===== config.mk =====
export PLATFORM = sky130hd
export DESIGN_NAME = spi_wb_target
export DESIGN_NICKNAME = d
export VERILOG_FILES = /design/src/rtl/spi_wb_target.sv
export SDC_FILE = /design/constraint.sdc
export NUM_CORES = 1
export LEC_CHECK = 0
export CAP_MARGIN = 20
export CORE_ASPECT_RATIO = 1.75
export CORE_MARGIN = 5
export CORE_UTILIZATION = 31
export DETAILED_ROUTE_END_ITERATION = 8
export SLEW_MARGIN = 20
export SYNTH_ARGS = -nofsm -noshare
export SYNTH_HDL_FRONTEND = slang
export SYNTH_SLANG_ARGS = --single-unit
export TNS_END_PERCENT = 50

===== constraint.sdc =====
create_clock -name clock_i -period 4.1 [get_ports clock_i]
set_clock_uncertainty 0.1 [all_clocks]
set_input_delay 1.23 -clock clock_i [delete_from_list [all_inputs] [get_ports clock_i]]
set_output_delay 1.23 -clock clock_i [all_outputs]
set_load 0.01 [all_outputs]

===== src/rtl/spi_wb_target.sv =====
// SPI mode-0 target that turns WRITE_AT / READ_AT / READ_NEXT frames into
// Wishbone classic cycles and returns the last completed read on POCI.
module spi_wb_target #(
  parameter int WB_ADDR_WIDTH = 20,
  parameter int DATA_WIDTH    = 8
) (
  input  logic                     clock_i,
  input  logic                     reset_n_i,
  input  logic                     spi_cs_ni,
  input  logic                     spi_sck_i,
  input  logic                     spi_sd_i,
  output logic                     spi_sd_o,
  output logic                     spi_stall_o,
  output logic [WB_ADDR_WIDTH-1:0] wb_adr_o,
  output logic [DATA_WIDTH-1:0]    wb_dat_o,
  input  logic [DATA_WIDTH-1:0]    wb_dat_i,
  output logic                     wb_we_o,
  output logic                     wb_cyc_o,
  output logic                     wb_stb_o,
  input  logic                     wb_ack_i
);

  typedef enum logic [2:0] {
    ST_CMD,
    ST_ADDR_HI,
    ST_ADDR_LO,
    ST_DATA,
    ST_DONE,
    ST_IGNORE
  } state_e;

  localparam logic [3:0] OP_WRITE_AT  = 4'h8;
  localparam logic [3:0] OP_READ_AT   = 4'hA;
  localparam logic [3:0] OP_READ_NEXT = 4'h3;

  logic cs_meta_q, cs_sync_q, cs_dly_q;
  logic sck_meta_q, sck_sync_q, sck_dly_q;
  logic sd_meta_q, sd_sync_q;

  state_e                   state_q, state_d;
  logic [2:0]               bit_cnt_q, bit_cnt_d;
  logic [DATA_WIDTH-1:0]    rx_q, rx_d;
  logic [WB_ADDR_WIDTH-1:0] addr_q, addr_d;
  logic [DATA_WIDTH-1:0]    wdata_q, wdata_d;
  logic [DATA_WIDTH-1:0]    rd_data_q, rd_data_d;
  logic [DATA_WIDTH-1:0]    tx_q, tx_d;
  logic                     load_pend_q, load_pend_d;
  logic                     is_write_q, is_write_d;
  logic                     cyc_q, cyc_d;
  logic                     we_q, we_d;

  logic                  sck_rise, sck_fall, cs_fall;
  logic [DATA_WIDTH-1:0] byte_v;

  // SCK edges are only honoured inside a frame and while no bus cycle is pending.
  assign sck_rise = ~cs_sync_q & ~cyc_q &  sck_sync_q & ~sck_dly_q;
  assign sck_fall = ~cs_sync_q & ~cyc_q & ~sck_sync_q &  sck_dly_q;
  assign cs_fall  =  cs_dly_q  & ~cs_sync_q;
  assign byte_v   = {rx_q[DATA_WIDTH-2:0], sd_sync_q};

  always_ff @(posedge clock_i) begin
    // NOTE: non-blocking assignments keep every register sampling the pre-edge
    // values, so the synchroniser chain really is two flops deep.
    if (!reset_n_i) begin
      cs_meta_q   <= 1'b1;
      cs_sync_q   <= 1'b1;
      cs_dly_q    <= 1'b1;
      sck_meta_q  <= 1'b0;
      sck_sync_q  <= 1'b0;
      sck_dly_q   <= 1'b0;
      sd_meta_q   <= 1'b0;
      sd_sync_q   <= 1'b0;
      state_q     <= ST_CMD;
      bit_cnt_q   <= '0;
      rx_q        <= '0;
      addr_q      <= '0;
      wdata_q     <= '0;
      rd_data_q   <= '0;
      tx_q        <= '0;
      load_pend_q <= 1'b0;
      is_write_q  <= 1'b0;
      cyc_q       <= 1'b0;
      we_q        <= 1'b0;
    end else begin
      cs_meta_q   <= spi_cs_ni;
      cs_sync_q   <= cs_meta_q;
      cs_dly_q    <= cs_sync_q;
      sck_meta_q  <= spi_sck_i;
      sck_sync_q  <= sck_meta_q;
      sck_dly_q   <= sck_sync_q;
      sd_meta_q   <= spi_sd_i;
      sd_sync_q   <= sd_meta_q;
      state_q     <= state_d;
      bit_cnt_q   <= bit_cnt_d;
      rx_q        <= rx_d;
      addr_q      <= addr_d;
      wdata_q     <= wdata_d;
      rd_data_q   <= rd_data_d;
      tx_q        <= tx_d;
      load_pend_q <= load_pend_d;
      is_write_q  <= is_write_d;
      cyc_q       <= cyc_d;
      we_q        <= we_d;
    end
  end

  always_comb begin
    // NOTE: every next-state value defaults to its register first, so no path
    // through the branches below can leave a latch behind.
    state_d     = state_q;
    bit_cnt_d   = bit_cnt_q;
    rx_d        = rx_q;
    addr_d      = addr_q;
    wdata_d     = wdata_q;
    rd_data_d   = rd_data_q;
    tx_d        = tx_q;
    load_pend_d = load_pend_q;
    is_write_d  = is_write_q;
    cyc_d       = cyc_q;
    we_d        = we_q;

    // An outstanding cycle always completes, even if the frame was aborted.
    if (cyc_q && wb_ack_i) begin
      cyc_d  = 1'b0;
      we_d   = 1'b0;
      addr_d = addr_q + WB_ADDR_WIDTH'(1);
      if (!we_q) rd_data_d = wb_dat_i;
    end

    if (cs_sync_q) begin
      state_d     = ST_CMD;
      bit_cnt_d   = '0;
      load_pend_d = 1'b0;
    end else if (sck_rise) begin
      rx_d      = byte_v;
      bit_cnt_d = bit_cnt_q + 3'd1;
      if (bit_cnt_q == 3'd7) begin
        load_pend_d = 1'b1;
        case (state_q)
          ST_CMD: begin
            case (byte_v[7:4])
              OP_WRITE_AT: begin
                is_write_d = 1'b1;
                state_d    = ST_ADDR_HI;
              end
              OP_READ_AT: begin
                is_write_d   = 1'b0;
                addr_d[19:16] = byte_v[3:0];
                state_d      = ST_ADDR_HI;
              end
              OP_READ_NEXT: begin
                cyc_d   = 1'b1;
                we_d    = 1'b0;
                state_d = ST_DONE;
              end
              default: state_d = ST_IGNORE;
            endcase
          end
          ST_ADDR_HI: begin
            addr_d[15:8] = byte_v;
            state_d      = ST_ADDR_LO;
          end
          ST_ADDR_LO: begin
            addr_d[7:0] = byte_v;
            if (is_write_q) begin
              state_d = ST_DATA;
            end else begin
              cyc_d   = 1'b1;
              we_d    = 1'b0;
              state_d = ST_DONE;
            end
          end
          ST_DATA: begin
            wdata_d = byte_v;
            cyc_d   = 1'b1;
            we_d    = 1'b1;
            state_d = ST_DONE;
          end
          default: state_d = ST_IGNORE;
        endcase
      end
    end

    // POCI reloads at frame start and after each byte, otherwise shifts MSB first.
    if (cs_fall) begin
      tx_d        = rd_data_q;
      load_pend_d = 1'b0;
    end else if (sck_fall) begin
      if (load_pend_q) begin
        tx_d        = rd_data_q;
        load_pend_d = 1'b0;
      end else begin
        tx_d = {tx_q[DATA_WIDTH-2:0], 1'b0};
      end
    end
  end

  assign spi_sd_o    = tx_q[DATA_WIDTH-1];
  assign spi_stall_o = cyc_q;
  assign wb_cyc_o    = cyc_q;
  assign wb_stb_o    = cyc_q;
  assign wb_we_o     = we_q;
  assign wb_adr_o    = addr_q;
  assign wb_dat_o    = wdata_q;

endmodule


==> results.py, run 1 <==
metrics = {
    "hold_path": {
        "worstHoldEndpoint": "cs_sync_q",
        "whs_path_depth": 1,
        "hold_path.class": "reg2reg",
        "hp-start": "cs_meta_q",
    },
    "logic_synthesis": {
        "synth_nets": 359,
        "synth-edff-count": 0,
        "syn_area_mm2": 0.003063,
        "ys_seq_area_share_pct": 45.10,
        "async_reset_ff_share_pct": 0,
        "ys_ff_latch": 69,
        "ys.warnings.count": 0,
        "synth.distinct_cells": 41,
        "synth_cells": 342,
        "syn_area_per_cell_um2": 8.956,
        "synthFlopType": "dfxtp_1",
    },
    "job": {
        "max_cap_violations": 0,
    },
    "timing": {
        "maxSlewHeadroom_pct": 45.79,
        "fmax_ghz": 0.3268,
        "rsz0062_at_grt": "false",
        "worst_pin_slew_ns": 0.8102,
        "finalSetupViolations": 0,
        "setup_tns_ns": 0,
        "fin_crit_sh_pct": 74.64,
        "period_needed_ns": 3.060,
        "finalMaxSlewViolations": 0,
        "hold_violations": 0,
    },
    "pwr": {
        "power_frac_seq_pct": 47.6,
        "pwr-share-comb_pct": 3.1,
        "p_clk_share_pct": 49.3,
        "power_switching_uw": 291.1,
        "p_sw_share_pct": 20.28,
        "power_density_mw_per_mm2": 370.3,
        "p_leak_uw": 0.001537,
        "intPower_uw": 1145,
        "power_uw": 1436,
        "ir_worst_vdd_mv": 0.2127,
    },
    "final_layout": {
        "diodes": 0,
        "layout-drive-gt1-share_pct": 5.685,
        "instances_no_fill": 512,
        "mostFrequentLayoutCells": "69 x dfxtp_1, 54 x nand2_1, 46 x clkdlybuf4s50_1, 21 x a21oi_1, 19 x o21ai_0",
        "nets": 399,
        "final_common_cell": "dfxtp_1",
        "final_util_pct": 39.61,
        "area_growth_pct": 26.59,
    },
    "floorplan": {
        "die_x_um": 85.14,
        "initial_utilization_pct": 31.29,
        "io_pins": 47,
        "fp.dieH_um": 141.5,
        "rows": 48,
        "dieArea_mm2": 0.01205,
        "coreArea_mm2": 0.009789,
    },
    "detailed_routing": {
        "ant_nets": 0,
        "vias": 2483,
        "totalWireLength_um": 7058,
        "via_per_inst": 4.850,
        "drcViolationCount": 0,
        "wl_per_cell_um": 13.79,
        "drtPass1Iterations": 4,
        "dr.first_iter.drc_count": 125,
    },
    "clocking": {
        "cts_buffers": 9,
        "cts_resized": 0,
        "clk_pin_slew_ns": 0.06,
        "clockRootBuffer": "clkbuf_16",
        "hold_buffers": 0,
        "cts_max_path_buffers": 2,
        "cts_setup_buffers": 0,
        "htree_num_levels": 3,
        "clk_latency_ns": 0.33,
        "cts_tree": "built",
        "cts.sinks": 69,
    },
    "setup_path": {
        "cp.required_ns": 4.19,
        "crit_arrival_ns": 3.15,
        "cp_max_fo": 5,
        "r2r-end": "wb_adr_o[14]",
        "endpoint_kind": "flip-flop",
        "cp-start-kind": "input port",
        "rr_worst_depth": 5,
        "reg2reg_slack_ns": 1.88,
        "critPathKind": "in2reg",
        "r2r_start": "spi_stall_o",
    },
    "placed_design": {
        "place_hpwl_um": 5190,
        "placed_cells": 496,
        "port_buffers": 46,
        "gp_congestion": 0.8398,
    },
    "outcome": {
        "status": "finished clean",
    },
    "grt": {
        "antenna_found_initial": 0,
        "grtUsageTotal_pct": 12.59,
        "grt_overflow": 0,
        "grt_pass1_wl_um": 12010,
        "grt_pass1_vias": 2506,
        "grt_max_degree": 36,
    },
}
## power groups by stage
| stage | sequential, µW | combinational [µW] | clock [µW] |
|---|---|---|---|
| after floorplan | 695 | 26.2 | 0 |
| after global placement | 697 | 44.8 | 0 |
| after detailed placement | 697 | 45.1 | 0 |
| after CTS | 683 | 45.4 | 730 |
| after global routing | 684 | 49.7 | 754 |
| final | 683 | 44.5 | 708 |
## worst max-delay path, stage by stage
cell	delay, ns
clkdlybuf4s50_1	0.59
nand4_1	0.23
nor4_1	0.65
nand4_1	0.19
xor2_1	0.18
a21oi_1	0.08
## metrics by stage
stage	cell area, µm²	setup slack (ns)	hold WS, ns
finish	3877	1.040	0.3032
global route	3877	0.8018	0.3376
CTS	3877	1.027	0.3063
detailed placement	3605	0.6708	0.2940
global placement	3605	0.7307	0.2941
floorplan	3063	1.627	0.2863
## metal layers
layer / GRT usage (%) / routed length, µm
met2: 23.07 / 3730
met1: 12.46 / 2750
met3: 3.835 / 374
met4: 6.505 / 203
met5: 0 / 0
## cell type report
class | instances | area, µm²
Fill cell | 985 | 5912
Multi-Input combinational cell | 246 | 1558
Sequential cell | 69 | 1381
Timing Repair Buffer | 49 | 483.0
Clock buffer | 15 | 267.8
Tap cell | 125 | 156.4
Inverter | 7 | 26.28
Clock inverter | 1 | 5.005
## Yosys cell counts (2+ instances only)
cell      number  area share [%]
a21boi_0      17             4.2
a21oi_1       21             3.4
and2_1         7             1.4
and2b_2        2            0.57
and3_1         3            0.61
and4_1         2            0.57
buf_2          3            0.49
buf_4          3            0.74
clkbuf_1      13             1.6
dfxtp_1       69              45
ha_1           3             1.2
inv_1          7            0.86
mux2i_1       16             5.2
nand2_1       54             6.6
nand2b_1       3            0.61
nand3_1       11             1.8
nand3b_1       4            0.98
nand4_1        5             1.0
nor2_1        15             1.8
nor2b_1       10             2.0
nor3_1         4            0.65
nor3b_1        2            0.49
nor4b_1        2            0.57
o211a_1       12             3.9
o21ai_0       19             3.1
or3_1          2            0.41
xnor2_1       14             4.0
xor2_1         6             1.7
## worst max-delay path by stage
stage                  start      endpoint  slack (ns)  cells past startpoint
floorplan           wb_ack_i  wb_adr_o[19]        1.63                      6
global placement    wb_ack_i  wb_adr_o[14]        0.73                      6
detailed placement  wb_ack_i  wb_adr_o[18]        0.67                      6
CTS                 wb_ack_i  wb_adr_o[14]        1.03                      6
global route        wb_ack_i  wb_adr_o[18]        0.80                      6
finish              wb_ack_i  wb_adr_o[14]        1.04                      6
## logic make-up after synthesis
| kind of cell | after synthesis | synth area share [%] |
|---|---|---|
| fa+ha+maj | 3 | 1.226 |
| mux | 16 | 5.229 |
| simple gates | 133 | 22.75 |
| flops | 69 | 45.10 |
| compound gates | 74 | 15.93 |
| xor+xnor | 20 | 5.719 |
| buf+inv | 27 | 4.044 |
## state kept, by name, indices dropped and copies added, names as in the netlist, 3 cells and up
register and cells:
rx_q 7, rd_data_q 8, wb_dat_o 8, state_q 3, tx_q 8, wb_adr_o 20, bit_cnt_q 3
(Power assumes the default switching activity.)
==> run 2: changes to the inputs <==
Clock period 4.1 ns to 2.5 ns, I/O delays scaled along.
==> results.py, run 2 (same netlist as run 1, synthesis figures left out) <==
metrics = {
    "grt": {
        "grt_max_degree": 34,
        "grt_overflow": 0,
        "grt_pass1_vias": 2378,
        "antenna_found_initial": 0,
        "grt_pass1_wl_um": 11740,
        "grtUsageTotal_pct": 12.43,
    },
    "floorplan": {
        "initial_utilization_pct": 31.29,
        "die_x_um": 85.14,
        "coreArea_mm2": 0.009789,
        "rows": 48,
        "dieArea_mm2": 0.01205,
        "io_pins": 47,
        "fp.dieH_um": 141.5,
    },
    "setup_path": {
        "path_cells": "clkdlybuf4s50_1 -> nand2_4 -> or3_1 -> nor4_4 -> xnor2_1 -> a21oi_1",
        "crit_arrival_ns": 2.40,
        "critPathTopFamily": "simple AND/OR/NAND/NOR gates",
        "cp-start-kind": "input port",
        "rr_worst_depth": 6,
        "critPathKind": "in2reg",
        "crit_buf_inv": 1,
        "endpoint_kind": "flip-flop",
        "critPathSlowestCell": "clkdlybuf4s50_1",
        "r2r_start": "bit_cnt_q[0]",
        "cp.required_ns": 2.60,
        "critPathMaxStageDelay_ns": 0.54,
        "worstSetupStartpoint": "wb_ack_i",
        "cp_max_fo": 7,
        "crit_cells": 6,
    },
    "clocking": {
        "clk_pin_slew_ns": 0.05,
        "cts_max_path_buffers": 2,
        "htree_num_levels": 3,
        "clk_latency_ns": 0.33,
        "cts.sinks": 69,
        "clockRootBuffer": "clkbuf_16",
        "cts_tree": "built",
        "cts_buffers": 9,
    },
    "detailed_routing": {
        "drtPass1Iterations": 5,
        "wl_per_cell_um": 13.69,
        "totalWireLength_um": 7144,
        "ant_nets": 0,
        "via_per_inst": 4.851,
        "vias": 2532,
        "dr.first_iter.drc_count": 119,
        "drcViolationCount": 0,
    },
    "pwr": {
        "p_leak_uw": 0.001594,
        "power_density_mw_per_mm2": 611.4,
        "ir_worst_vdd_mv": 0.4101,
    },
    "hold_path": {
        "hold_path.class": "reg2reg",
        "whs_path_depth": 1,
        "hp-start": "cs_meta_q",
    },
    "timing": {
        "rsz0062_at_grt": "false",
        "fmax_ghz": 0.4350,
        "maxSlewHeadroom_pct": 41.67,
        "hold_violations": 0,
        "worst_pin_slew_ns": 0.8718,
        "finalMaxSlewViolations": 0,
        "fin_crit_sh_pct": 91.96,
        "period_needed_ns": 2.299,
        "finalSetupViolations": 0,
    },
    "final_layout": {
        "diodes": 0,
        "instances_no_fill": 522,
        "area_growth_pct": 29.98,
        "largest_reg_flops": 20,
        "nets": 409,
        "final_common_cell": "dfxtp_1",
        "layout-drive-gt1-share_pct": 8.060,
        "mostFrequentLayoutCells": "68 x dfxtp_1, 54 x nand2_1, 46 x clkdlybuf4s50_1, 21 x a21oi_1, 19 x o21ai_0",
        "final_area_mm2": 0.003981,
    },
    "placed_design": {
        "gp_congestion": 0.8496,
        "port_buffers": 46,
        "placed_cells": 506,
        "place_hpwl_um": 5192,
        "placed_area_mm2": 0.003692,
    },
    "outcome": {
        "status": "finished clean",
    },
    "job": {
        "max_cap_violations": 0,
    },
}
==> run 2: power breakdown <==
group / leakage [µW] / internal, µW / switching (µW)
Clock: 0.000138 / 801 / 434
Combinational: 0.000897 / 45.4 / 34.8
Sequential: 0.000558 / 1110 / 7.42
==> run 2: per-layer routing <==
metal	wire, µm	share of wire (%)	track usage (%)	vias up
li1	-	-	-	1276
met1	2797	39	12.39	1193
met2	3851	54	22.87	47
met3	291	4.1	3.370	16
met4	203	2.8	6.672	0
met5	0	0	0	-
==> run 2: area by class of cell <==
class	instances	area, µm²
timing repair buffer	59	570.5
multi-input combinational	246	1558
sequential	69	1383
tap	125	156.4
clock buffer	15	257.7
clock inverter	1	30.03
inverter	7	26.28
fill	964	5808
==> run 2: what timing repair did <==
| action | 4_1_cts | 5_1_grt |
|---|---|---|
| hold buffers | 0 | 0 |
| buffers inserted | 0 | 0 |
| resized for setup | 0 | 1 |
| endpoints found under the setup margin | 0 | 3 |
==> run 2: path summary, 6_finish.rpt <==
kind | to | slack (ns)
max | wb_adr_o[19] | 0.20
min | cs_sync_q | 0.30
max reg2reg | wb_adr_o[4] | 0.52
min reg2reg | cs_sync_q | 0.30
==> run 2: per-stage QoR <==
| stage | setup TNS (ns) | power [µW] | utilization [%] | setup slack, ns | hold WS (ns) |
|---|---|---|---|---|---|
| floorplan | 0 | 1183 | - | 0.5066 | 0.2863 |
| global placement | -0.8423 | 1222 | 37.72 | -0.1500 | 0.2955 |
| detailed placement | -1.183 | 1224 | 37.72 | -0.1626 | 0.2909 |
| CTS | 0 | 2468 | 40.66 | 0.02483 | 0.3039 |
| global route | 0 | 2530 | 40.67 | 0.04803 | 0.3548 |
| finish | 0 | 2434 | 40.67 | 0.2010 | 0.3025 |
==> run 3: changes to the inputs <==
Settings changed: CORE_UTILIZATION 31 to 48, PLACE_DENSITY set to 0.75.
==> results.py, run 3 (same netlist as run 1, synthesis figures left out) <==
metrics = {
    "outcome": {
        "status": "finished clean",
    },
    "clocking": {
        "cts_setup_buffers": 0,
        "cts_buffers": 9,
        "cts.sinks": 69,
        "htree_num_levels": 3,
        "clockRootBuffer": "clkbuf_8",
        "hold_buffers": 0,
        "clk_pin_slew_ns": 0.07,
        "clk_latency_ns": 0.34,
        "cts_max_path_buffers": 2,
        "cts_tree": "built",
    },
    "pwr": {
        "ir_worst_vdd_mv": 0.3670,
        "power_density_mw_per_mm2": 557.1,
        "p_leak_uw": 0.001544,
        "power_uw": 2123,
    },
    "detailed_routing": {
        "top_layer_used": "met4",
        "wl_met1_um": 2582,
        "drtPass1Iterations": 5,
        "wl_met3_um": 304,
        "wl_per_cell_um": 13.75,
        "totalWireLength_um": 6488,
        "dr_wl_met2_um": 3433,
        "ant_nets": 0,
        "via_per_inst": 5.197,
        "drcViolationCount": 0,
        "dr.first_iter.drc_count": 91,
        "vias": 2453,
    },
    "setup_path": {
        "r2r_start": "bit_cnt_q[0]",
        "crit_arrival_ns": 2.40,
        "reg2reg_slack_ns": 0.40,
        "endpoint_kind": "flip-flop",
        "rr_worst_depth": 5,
        "cp.required_ns": 2.62,
        "cp-start-kind": "input port",
        "cp_max_fo": 7,
        "r2r-end": "wb_adr_o[0]",
        "critPathKind": "in2reg",
        "critPathSlowestCell": "clkdlybuf4s50_1",
        "critPathMaxStageDelay_ns": 0.53,
        "path_cells": "clkdlybuf4s50_1 -> nand2_4 -> or3_1 -> nor4_4 -> xnor2_1 -> a21oi_1",
    },
    "grt": {
        "grtUsageTotal_pct": 16.77,
        "grt_pass1_vias": 2367,
        "antenna_found_initial": 0,
        "grt_max_degree": 63,
        "grt_overflow": 0,
        "grt_pass1_wl_um": 10770,
    },
    "floorplan": {
        "initial_utilization_pct": 49.18,
        "dieArea_mm2": 0.008142,
        "rows": 38,
        "die_x_um": 70.39,
        "fp.dieH_um": 115.7,
        "coreArea_mm2": 0.006228,
        "io_pins": 47,
    },
    "placed_design": {
        "placed_area_mm2": 0.003598,
        "placed_cells": 456,
        "pre_cts_slack_ns": -0.1584,
        "place_hpwl_um": 4696,
        "gp_congestion": 0.7783,
        "port_buffers": 46,
    },
    "timing": {
        "layout_setup_ws_ns": 0.2200,
        "hold_violations": 0,
        "finalMaxSlewViolations": 0,
        "finalSetupViolations": 0,
        "maxSlewHeadroom_pct": 40.99,
        "worst_pin_slew_ns": 0.8820,
        "rsz0062_at_grt": "false",
        "period_needed_ns": 2.280,
        "fin_crit_sh_pct": 91.20,
        "fmax_ghz": 0.4386,
    },
    "final_layout": {
        "multi_input_area_mm2": 0.001558,
        "area_growth_pct": 24.39,
        "diodes": 0,
        "final_area_mm2": 0.003810,
        "layout-drive-gt1-share_pct": 8.163,
        "largest_reg_flops": 20,
        "instances_no_fill": 472,
        "nets": 404,
        "mostFrequentLayoutCells": "68 x dfxtp_1, 54 x nand2_1, 46 x clkdlybuf4s50_1, 21 x a21oi_1, 19 x o21ai_0",
        "final_common_cell": "dfxtp_1",
        "seq_area_mm2": 0.001383,
        "n_fill_cell": 570,
    },
    "hold_path": {
        "whs_path_depth": 1,
        "hold_path.class": "reg2reg",
        "hp-start": "cs_meta_q",
        "worstHoldEndpoint": "cs_sync_q",
    },
    "job": {
        "max_cap_violations": 0,
    },
}
run 3: cell types whose count changed in the layout (fill, tap and decap cells not counted):
cell       change
clkinv_2       +3
clkbuf_16      -9
buf_4          -5
clkbuf_8      +11
clkbuf_1       -5
run 3: critical path: cells and delay by family:
kind,cells,cell delay [ns]
XOR/XNOR,1,0.15
AO/OA/AOI/OAI,1,0.08
buffers and inverters,1,0.53
AND/OR/NAND/NOR,3,0.89
run 3: layout make-up:
cell class / instances / share of cell area [%]
clock buffers: 12 / 4.335
clock inverters: 4 / 1.182
inverters: 7 / 0.6897
multi-input cells: 246 / 40.89
flip-flops and latches: 69 / 36.29
well taps: 80 / 2.627
repair buffers: 54 / 13.99
run 3: how the worst max path moves through the flow:
stage                      startpoint  depth (start not counted)            to  slack (ns)
after global placement       wb_ack_i                          6  wb_adr_o[19]       -0.12
final                        wb_ack_i                          6  wb_adr_o[19]        0.22
after global routing         wb_ack_i                          8  wb_adr_o[14]        0.07
after detailed placement     wb_ack_i                          8  wb_adr_o[14]       -0.16
after floorplan              wb_ack_i                          6  wb_adr_o[19]        0.51
after CTS                 spi_stall_o                          1      wb_cyc_o        0.02
run 3: routing by layer:
metal  vias to the layer above  global-route usage (%)
met5                         -                       0
met4                         0                   8.696
met3                        11                   4.861
met2                        52                   31.48
met1                      1126                   16.37
li1                       1264                       -
run 3: metrics by stage:
step,utilization (%),TNS (ns),hold slack (ns)
5_1_grt,61.17,0,0.3399
2_1_floorplan,-,0,0.2863
6_report,61.17,0,0.3108
3_3_place_gp,57.77,-0.6445,0.2885
3_5_place_dp,57.77,-1.002,0.2997
4_1_cts,61.15,0,0.3155
run 3: timing repair:
action	in CTS	in global routing
gates resized for setup	0	1
endpoints found under the hold margin	0	0
endpoints found under the setup margin	0	3
run 3: report_power, final:
group	switching [µW]	internal (µW)	total, µW
clock network	392	537	929
registers	8.25	1110	1120
logic	32.5	42.7	75.2
